===== src/rtl/acl_rx_pkt_fifo_pkg.sv =====
`default_nettype none
// ============================================================================
//  Module      : acl_fifo_pkg
//  Description : Shared types and constants for the ACL ingress packet FIFO:
//                write-side FSM state encoding, invalid-mode selectors,
//                statistics counter width and a saturating increment helper.
//  Revision    : 1.0 - initial release
// ============================================================================
package acl_fifo_pkg;

    typedef enum logic [1:0] {
        IDLE = 2'd0,
        PKT  = 2'd1,
        DROP = 2'd2
    } fifo_state_e;

    localparam int INV_MODE_ZERO = 0;
    localparam int INV_MODE_DROP = 1;
    localparam int STAT_W        = 16;

    // Increment that sticks at all-ones instead of wrapping.
    function automatic logic [STAT_W-1:0] sat_inc(input logic [STAT_W-1:0] value);
        return (value == {STAT_W{1'b1}}) ? value : value + 1'b1;
    endfunction

endpackage
`default_nettype wire


===== src/rtl/acl_rx_pkt_fifo_if.sv =====
`default_nettype none
// ============================================================================
//  Module      : acl_rx_pkt_fifo_if
//  Description : Write stream, read strobe and status bundle of the ACL
//                ingress packet FIFO. master = traffic source/sink driving the
//                FIFO, slave = the FIFO itself.
//  Revision    : 1.0 - initial release
// ============================================================================
interface acl_rx_pkt_fifo_if #(
    parameter int DATA_W = 8
);
    import acl_fifo_pkg::*;

    logic [DATA_W-1:0] i_rxd_tdata;
    logic              i_rxd_tvalid;
    logic              i_rxd_tlast;
    logic              o_rxd_tready;
    logic              i_fifo_invalid;
    logic              i_rd_valid;
    logic [DATA_W-1:0] o_rd_data;
    logic              o_rd_last;
    logic              o_rd_data_valid;
    logic              o_pkt_avail;
    logic              o_drop;
    logic [STAT_W-1:0] o_pkt_cnt;
    logic [STAT_W-1:0] o_drop_cnt;

    modport master (
        output i_rxd_tdata, i_rxd_tvalid, i_rxd_tlast, i_fifo_invalid, i_rd_valid,
        input  o_rxd_tready, o_rd_data, o_rd_last, o_rd_data_valid,
               o_pkt_avail, o_drop, o_pkt_cnt, o_drop_cnt
    );

    modport slave (
        input  i_rxd_tdata, i_rxd_tvalid, i_rxd_tlast, i_fifo_invalid, i_rd_valid,
        output o_rxd_tready, o_rd_data, o_rd_last, o_rd_data_valid,
               o_pkt_avail, o_drop, o_pkt_cnt, o_drop_cnt
    );

endinterface
`default_nettype wire


===== src/rtl/acl_rx_pkt_fifo_ram.sv =====
`default_nettype none
// ============================================================================
//  Module      : acl_fifo_ram
//  Description : Simple dual-port RAM, DEPTH x WIDTH. Synchronous write,
//                registered read (data valid one cycle after rd_en). The read
//                register only updates on rd_en so the output holds otherwise.
//  Revision    : 1.0 - initial release
// ============================================================================
module acl_fifo_ram #(
    parameter int WIDTH  = 9,
    parameter int DEPTH  = 16,
    parameter int ADDR_W = $clog2(DEPTH)
) (
    input  wire logic              clk,
    input  wire logic              rst,
    input  wire logic              wr_en,
    input  wire logic [ADDR_W-1:0] wr_addr,
    input  wire logic [WIDTH-1:0]  wr_data,
    input  wire logic              rd_en,
    input  wire logic [ADDR_W-1:0] rd_addr,
    output logic      [WIDTH-1:0]  rd_data
);

    logic [WIDTH-1:0] r_mem [DEPTH];
    logic [WIDTH-1:0] r_rd_data;

    // Storage array: no reset so it maps onto block RAM.
    always_ff @(posedge clk) begin
        if (wr_en) begin
            r_mem[wr_addr] <= wr_data;
        end
    end

    // Read register, cleared by reset so the read outputs start at zero.
    always_ff @(posedge clk) begin
        if (rst) begin
            r_rd_data <= '0;
        end else if (rd_en) begin
            r_rd_data <= r_mem[rd_addr];
        end
    end

    assign rd_data = r_rd_data;

endmodule
`default_nettype wire


===== src/rtl/acl_rx_pkt_fifo.sv =====
`default_nettype none
// ============================================================================
//  Module      : acl_rx_pkt_fifo
//  Description : Packet-aware store-and-forward receive FIFO. Beats are
//                written behind a commit pointer; the read side only sees
//                complete packets. Invalid packets (INVALID_MODE=1) and
//                packets larger than the FIFO are discarded with an o_drop
//                pulse. INVALID_MODE=0 zeroes read data instead.
//                Optional macro ACL_FIFO_STATS_EN builds saturating
//                committed/dropped packet counters; otherwise they read 0.
//                DEPTH must be a power of two and at least 4.
//  Revision    : 1.0 - initial release
// ============================================================================
module acl_rx_pkt_fifo
    import acl_fifo_pkg::*;
#(
    parameter int DATA_W       = 8,
    parameter int DEPTH        = 16,
    parameter int INVALID_MODE = 1
) (
    input wire logic         clk,
    input wire logic         rst,
    acl_rx_pkt_fifo_if.slave bus
);

    localparam int ADDR_W = $clog2(DEPTH);
    localparam int PTR_W  = ADDR_W + 1;

    fifo_state_e      r_state;
    logic [PTR_W-1:0] r_wr_ptr;
    logic [PTR_W-1:0] r_commit_ptr;
    logic [PTR_W-1:0] r_rd_ptr;
    logic             r_drop;
    logic             r_rd_valid;
    logic             r_rd_zero;

    logic [PTR_W-1:0] w_committed;
    logic             w_full;
    logic             w_has_pkt;
    logic             w_oversize;
    logic             w_invalid_drop;
    logic             w_enter_drop;
    logic             w_tready;
    logic             w_accept;
    logic             w_wr_en;
    logic             w_rd_en;
    logic             w_drop_evt;
    logic [DATA_W:0]  w_ram_q;

    // Pointer arithmetic on ADDR_W+1 bits so full and empty stay distinct.
    assign w_full      = (r_wr_ptr - r_rd_ptr) == PTR_W'(DEPTH);
    assign w_committed = r_commit_ptr - r_rd_ptr;
    assign w_has_pkt   = (w_committed != '0);

    // Full with nothing committed means the open packet can never fit.
    assign w_oversize     = w_full && !w_has_pkt;
    assign w_invalid_drop = (INVALID_MODE == INV_MODE_DROP) && bus.i_fifo_invalid;
    assign w_enter_drop   = (r_state != DROP) && (w_invalid_drop || w_oversize);

    // An oversize packet is resolved by dropping it, so the source is never
    // stalled by it: the beat is taken and discarded.
    assign w_tready = (r_state == DROP) || !w_full || w_oversize;
    assign w_accept = bus.i_rxd_tvalid && w_tready;
    assign w_wr_en  = w_accept && (r_state != DROP) && !w_enter_drop;
    assign w_rd_en  = bus.i_rd_valid && w_has_pkt;

    // A discarded packet is reported when its last beat is swallowed, either
    // in DROP or in the very cycle the drop is decided.
    assign w_drop_evt = w_accept && bus.i_rxd_tlast &&
                        ((r_state == DROP) || w_enter_drop);

    acl_fifo_ram #(
        .WIDTH  (DATA_W + 1),
        .DEPTH  (DEPTH),
        .ADDR_W (ADDR_W)
    ) u_ram (
        .clk     (clk),
        .rst     (rst),
        .wr_en   (w_wr_en),
        .wr_addr (r_wr_ptr[ADDR_W-1:0]),
        .wr_data ({bus.i_rxd_tlast, bus.i_rxd_tdata}),
        .rd_en   (w_rd_en),
        .rd_addr (r_rd_ptr[ADDR_W-1:0]),
        .rd_data (w_ram_q)
    );

    // Write-side FSM, pointers and drop pulse.
    always_ff @(posedge clk) begin
        if (rst) begin
            r_state      <= IDLE;
            r_wr_ptr     <= '0;
            r_commit_ptr <= '0;
            r_rd_ptr     <= '0;
            r_drop       <= 1'b0;
        end else begin
            r_drop <= w_drop_evt;
            if (w_rd_en) begin
                r_rd_ptr <= r_rd_ptr + 1'b1;
            end
            case (r_state)
                IDLE, PKT: begin
                    if (w_enter_drop) begin
                        // Rewind over the partial packet; a tlast beat in this
                        // cycle closes the discarded packet immediately.
                        r_wr_ptr <= r_commit_ptr;
                        if (w_accept && bus.i_rxd_tlast) begin
                            r_state <= IDLE;
                        end else begin
                            r_state <= DROP;
                        end
                    end else if (w_accept) begin
                        r_wr_ptr <= r_wr_ptr + 1'b1;
                        if (bus.i_rxd_tlast) begin
                            r_commit_ptr <= r_wr_ptr + 1'b1;
                            r_state      <= IDLE;
                        end else begin
                            r_state <= PKT;
                        end
                    end
                end
                DROP: begin
                    if (w_accept && bus.i_rxd_tlast) begin
                        r_state <= IDLE;
                    end
                end
                default: r_state <= IDLE;
            endcase
        end
    end

    // Read-side qualifiers: valid strobe and legacy zero-out flag, the latter
    // captured with the data so o_rd_data holds between reads.
    always_ff @(posedge clk) begin
        if (rst) begin
            r_rd_valid <= 1'b0;
            r_rd_zero  <= 1'b0;
        end else begin
            r_rd_valid <= w_rd_en;
            if (w_rd_en) begin
                r_rd_zero <= (INVALID_MODE == INV_MODE_ZERO) && bus.i_fifo_invalid;
            end
        end
    end

    assign bus.o_rxd_tready    = w_tready;
    assign bus.o_rd_data       = r_rd_zero ? '0 : w_ram_q[DATA_W-1:0];
    assign bus.o_rd_last       = w_ram_q[DATA_W];
    assign bus.o_rd_data_valid = r_rd_valid;
    assign bus.o_pkt_avail     = w_has_pkt;
    assign bus.o_drop          = r_drop;

`ifdef ACL_FIFO_STATS_EN
    logic              w_commit;
    logic [STAT_W-1:0] r_pkt_cnt;
    logic [STAT_W-1:0] r_drop_cnt;

    assign w_commit = w_wr_en && bus.i_rxd_tlast;

    // Saturating committed / dropped packet counters.
    always_ff @(posedge clk) begin
        if (rst) begin
            r_pkt_cnt  <= '0;
            r_drop_cnt <= '0;
        end else begin
            if (w_commit) begin
                r_pkt_cnt <= sat_inc(r_pkt_cnt);
            end
            if (w_drop_evt) begin
                r_drop_cnt <= sat_inc(r_drop_cnt);
            end
        end
    end

    assign bus.o_pkt_cnt  = r_pkt_cnt;
    assign bus.o_drop_cnt = r_drop_cnt;
`else
    assign bus.o_pkt_cnt  = '0;
    assign bus.o_drop_cnt = '0;
`endif

endmodule
`default_nettype wire


===== src/flat_wrapper.sv =====
// flat-port wrapper written by rule: the top's interface ports become plain ports
module acl_rx_pkt_fifo_flat import acl_fifo_pkg::*;
#(
    parameter int DATA_W       = 8,
    parameter int DEPTH        = 16,
    parameter int INVALID_MODE = 1
)
  (clk, rst, bus_i_rxd_tdata, bus_i_rxd_tvalid, bus_i_rxd_tlast, bus_i_fifo_invalid, bus_i_rd_valid, bus_o_rxd_tready, bus_o_rd_data, bus_o_rd_last, bus_o_rd_data_valid, bus_o_pkt_avail, bus_o_drop, bus_o_pkt_cnt, bus_o_drop_cnt);
  acl_rx_pkt_fifo_if #(.DATA_W(DATA_W)) bus_i ();
  input wire logic clk;
  input wire logic rst;
  input wire logic [$bits(bus_i.i_rxd_tdata)-1:0] bus_i_rxd_tdata;
  input wire logic [$bits(bus_i.i_rxd_tvalid)-1:0] bus_i_rxd_tvalid;
  input wire logic [$bits(bus_i.i_rxd_tlast)-1:0] bus_i_rxd_tlast;
  input wire logic [$bits(bus_i.i_fifo_invalid)-1:0] bus_i_fifo_invalid;
  input wire logic [$bits(bus_i.i_rd_valid)-1:0] bus_i_rd_valid;
  output wire logic [$bits(bus_i.o_rxd_tready)-1:0] bus_o_rxd_tready;
  output wire logic [$bits(bus_i.o_rd_data)-1:0] bus_o_rd_data;
  output wire logic [$bits(bus_i.o_rd_last)-1:0] bus_o_rd_last;
  output wire logic [$bits(bus_i.o_rd_data_valid)-1:0] bus_o_rd_data_valid;
  output wire logic [$bits(bus_i.o_pkt_avail)-1:0] bus_o_pkt_avail;
  output wire logic [$bits(bus_i.o_drop)-1:0] bus_o_drop;
  output wire logic [$bits(bus_i.o_pkt_cnt)-1:0] bus_o_pkt_cnt;
  output wire logic [$bits(bus_i.o_drop_cnt)-1:0] bus_o_drop_cnt;
  assign bus_i.i_rxd_tdata = bus_i_rxd_tdata;
  assign bus_i.i_rxd_tvalid = bus_i_rxd_tvalid;
  assign bus_i.i_rxd_tlast = bus_i_rxd_tlast;
  assign bus_i.i_fifo_invalid = bus_i_fifo_invalid;
  assign bus_i.i_rd_valid = bus_i_rd_valid;
  assign bus_o_rxd_tready = bus_i.o_rxd_tready;
  assign bus_o_rd_data = bus_i.o_rd_data;
  assign bus_o_rd_last = bus_i.o_rd_last;
  assign bus_o_rd_data_valid = bus_i.o_rd_data_valid;
  assign bus_o_pkt_avail = bus_i.o_pkt_avail;
  assign bus_o_drop = bus_i.o_drop;
  assign bus_o_pkt_cnt = bus_i.o_pkt_cnt;
  assign bus_o_drop_cnt = bus_i.o_drop_cnt;
  acl_rx_pkt_fifo #(.DATA_W(DATA_W), .DEPTH(DEPTH), .INVALID_MODE(INVALID_MODE)) u_core (.clk(clk), .rst(rst), .bus(bus_i));
endmodule

===== config.mk =====
export PLATFORM = sky130hd
export DESIGN_NAME = acl_rx_pkt_fifo_flat
export DESIGN_NICKNAME = d
export VERILOG_FILES = /design/src/rtl/acl_rx_pkt_fifo_pkg.sv /design/src/rtl/acl_rx_pkt_fifo_if.sv /design/src/rtl/acl_rx_pkt_fifo_ram.sv /design/src/rtl/acl_rx_pkt_fifo.sv /design/src/flat_wrapper.sv
export SDC_FILE = /design/constraint.sdc
export NUM_CORES = 1
export LEC_CHECK = 0
export CAP_MARGIN = 20
export CORE_ASPECT_RATIO = 0.9
export CORE_UTILIZATION = 45
export DETAILED_ROUTE_END_ITERATION = 10
export PLACE_DENSITY_LB_ADDON = 0.15
export SYNTH_ARGS = -nofsm -noshare
export SYNTH_HDL_FRONTEND = slang
export SYNTH_SLANG_ARGS = --single-unit

===== constraint.sdc =====
create_clock -name clk -period 3.8 [get_ports clk]
set_input_delay 0.95 -clock clk [delete_from_list [all_inputs] [get_ports clk]]
set_output_delay 0.95 -clock clk [all_outputs]
set_load 0.01 [all_outputs]

==> impl_metrics.py, run 1 <==
metrics = {
    "outcome": {
        "status": "completed",
    },
    "flow_run": {
        "max_cap_viol_count": 0,
    },
    "pwr": {
        "p_per_area_mw_per_mm2": 565.0,
        "leakage_uw": 0.002740,
        "ir_drop_v": 0.0004520,
    },
    "timing": {
        "period_share": 0.9667,
        "max_freq_mhz": 272.2,
        "layout_min_cycle_time_ps": 3674,
        "final_max_slew_viol_count": 0,
        "final.setup.tns_ps": 0,
        "rsz0062_at_grt": "no",
        "setup_violations": 0,
        "worstMarginPinSlew_ps": 759.3,
        "clock_skew_ps": 7.405,
        "hold_violations": 0,
        "slew_headroom": 0.4938,
    },
    "cts": {
        "tritoncts": "done",
        "clock-sinks": 172,
        "clkLatencyLatePin_ps": 410,
        "numCtsBuffers": 17,
        "postCtsHoldBufs": 0,
        "path_clk_slew_ps": 70,
        "postCtsResizedCells": 0,
        "h-tree-depth": 4,
        "ctsLongestPathBuffers": 2,
        "root_buffer": "clkbuf_16",
        "cts_setup_buffers": 0,
    },
    "worst_setup_path": {
        "crit_path_max_fanout": 5,
        "critical_path_class": "reg2out",
        "crit_slowest_cell": "clkdlybuf4s50_1",
        "cp.required_ps": 2850,
        "crit_chain": "inv_1 -> ha_1 -> nor4b_1 -> a32o_2 -> and4_4 -> clkinv_2 -> nand4_2 -> clkdlybuf4s50_1",
        "cp-end-kind": "output port",
        "slowest_delay_ps": 540,
        "cp-start-kind": "flip-flop",
        "cp_data_arrival_time_ps": 2720,
        "ff2ff_setup_slack_ps": 920,
    },
    "layout": {
        "final_cells": 696,
        "diodes": 0,
        "area_growth_pct": 13.42,
        "nets": 503,
        "drive_above_1_share": 0.2270,
    },
    "synthesis": {
        "synth_compound_area_frac": 0.03945,
        "synth_top_area_frac": 0.5827,
        "yosys_register_bits": 172,
        "synthAdderAreaFrac": 0.02192,
        "seq_area_frac_synth": 0.6582,
        "synth_top_family_by_area": "multiplexers",
        "ys_types": 54,
        "synth_area_per_cell_sq_um": 17.30,
        "synthArstFlopShare": 0,
        "synth_area_sq_mm": 0.007421,
        "muxShareOfSynthArea": 0.1556,
        "synthFlopType": "edfxtp_1",
        "yosys-top-cells-area": "edfxtp_1 58%, mux4_2 14%, dfxtp_1 7.6%",
        "yosysTopAreaCell": "edfxtp_1",
        "syn-instance-count": 429,
        "yosys.area_share.simple": 0.05328,
        "synth_enable_flop_cells": 144,
        "synth_xor_area_frac": 0.01619,
        "yosysWarnings": 0,
    },
    "detailed_routing": {
        "dr.pass1.iters": 4,
        "routedWlPerCell_um": 20.51,
        "remaining_drc_errors": 0,
        "drt_iter0_markers": 163,
        "ant_nets": 0,
        "routed_wl_um": 14280,
        "vias": 3770,
        "viasPerCell": 5.417,
    },
    "floorplan": {
        "start_util": 0.4601,
        "io-pin-count": 59,
        "dieHeight_um": 123.8,
        "die_w_um": 137.4,
        "core_area_sq_mm": 0.01613,
        "die_area_sq_mm": 0.01701,
        "rows": 44,
    },
    "global_routing": {
        "grt_start_max_net_pins": 39,
        "grt_usage": 0.1841,
        "grt_pass1_vias": 3661,
        "gr-total-overflow": 0,
        "antenna_found_initial": 0,
        "grt_first_pass_wirelength_um": 21980,
    },
    "placed_design": {
        "dp_hpwl_um": 9465,
        "numPortBuffers": 26,
        "dp_cells": 664,
        "routabilityCongestion": 0.8437,
    },
    "min_path": {
        "hold_class": "reg2reg",
    },
}
==> Yosys cell counts (2+ instances only) <==
cell type  number
nand3b_1        2
clkbuf_1        9
buf_1           2
nor3_1          6
xor2_1          2
nand2b_1        6
o21ai_0         3
nand2_1         5
xnor2_1         9
dfxtp_1        28
buf_4          32
a31oi_1         4
and2_1          3
a211oi_1        5
buf_2           2
nor2_1         38
mux4_2         45
ha_1           13
buf_6           6
mux2i_1        13
inv_1          10
nand3_1         9
a21oi_1         3
edfxtp_1      144
==> per-layer routing <==
layer  wire length (um)  vias up  track usage
met1               7207     1958       0.2867
met2               6315       98       0.2566
met5                  0        -            0
met3                642        8      0.04640
met4                112        0      0.04464
li1                   -     1706            -
==> stage by stage <==
stage	cell area (sq um)	hold slack, ps	total power, uW	util	worst slack [ps]
6_report	8417	491.4	4756	0.5218	126.5
5_1_grt	8417	531.4	4970	0.5218	10.52
4_1_cts	8417	496.1	4808	0.5218	133.2
3_5_place_dp	7868	480.4	3181	0.4877	592.1
3_3_place_gp	7868	472.5	3168	0.4877	729.9
2_1_floorplan	7537	488.4	2939	-	389.6
==> final cells by class <==
class,count,area [sq um]
inverter,11,42.54
clock inverter,13,116.4
sequential,172,4887
clock buffer,19,432.9
tap,207,259.0
fill,1309,7714
multi-input combinational,225,2246
timing repair buffer,49,432.9
==> worst max-delay path, delay by kind of cell (launching register included) <==
family          cells  cell delay [ps]
compound gates      1              230
simple gates        3              740
buf+inv             3              690
flops               1              320
fa+ha+maj           1              320
==> flip-flops by register name, indices dropped and copies added, names as in the netlist <==
name	cells
u_core.u_ram.r_mem	144
u_core.r_wr_ptr	5
u_core.r_rd_ptr	5
u_core.bus.o_drop	1
u_core.r_state	2
u_core.bus.o_rd_data_valid	1
u_core.u_ram.rd_data	9
u_core.r_commit_ptr	5
==> report_power, final <==
part           leakage (uW)  internal (uW)  switching (uW)
Clock              0.000261            907             724
Sequential          0.00153           2100            40.1
Combinational      0.000952            488             497
Total               0.00274           3490            1260
==> final timing paths <==
kind | startpoint | to | cells after the start
setup reg to reg | u_core.r_wr_ptr[2]$_SDFFE_PP0P_ | u_core.u_ram.r_mem[1][7]$_DFFE_PP_ | 8
hold / removal | u_core.u_ram.rd_data[3]$_SDFFE_PP0P_ | u_core.u_ram.rd_data[3]$_SDFFE_PP0P_ | 2
setup / recovery | u_core.r_rd_ptr[3]$_SDFFE_PP0P_ | bus_o_rxd_tready | 8
hold reg to reg | u_core.u_ram.rd_data[3]$_SDFFE_PP0P_ | u_core.u_ram.rd_data[3]$_SDFFE_PP0P_ | 2
==> cell usage in the layout (no fill, tap or decap), types with 3 or more instances in the layout <==
cell type,instances
inv_6,3
nand2_1,5
a211oi_1,5
mux2i_1,13
nand2b_1,6
clkbuf_16,17
buf_4,23
clkinvlp_4,3
mux4_2,45
nor2_1,38
ha_1,13
o21ai_0,3
conb_1,32
a21oi_1,3
and2_1,3
inv_1,10
a31oi_1,4
dfxtp_1,26
nand3_1,9
edfxtp_1,144
clkdlybuf4s50_1,26
clkinv_2,3
xnor2_1,9
nor3_1,6
==> logic make-up after synthesis <==
logic type | Yosys count
other cells | 1
fa+ha+maj | 13
mux | 59
flops | 172
compound gates | 30
buf+inv | 63
xor+xnor | 12
simple gates | 79
No activity file was read; power rests on OpenSTA's default activity.
==> run 2, diff against run 1 <==
SKIP_CTS_REPAIR_TIMING = 1   (was unset)
==> results of run 2 <==
No change in the layout: final DEF, timing and power equal those of run 1.
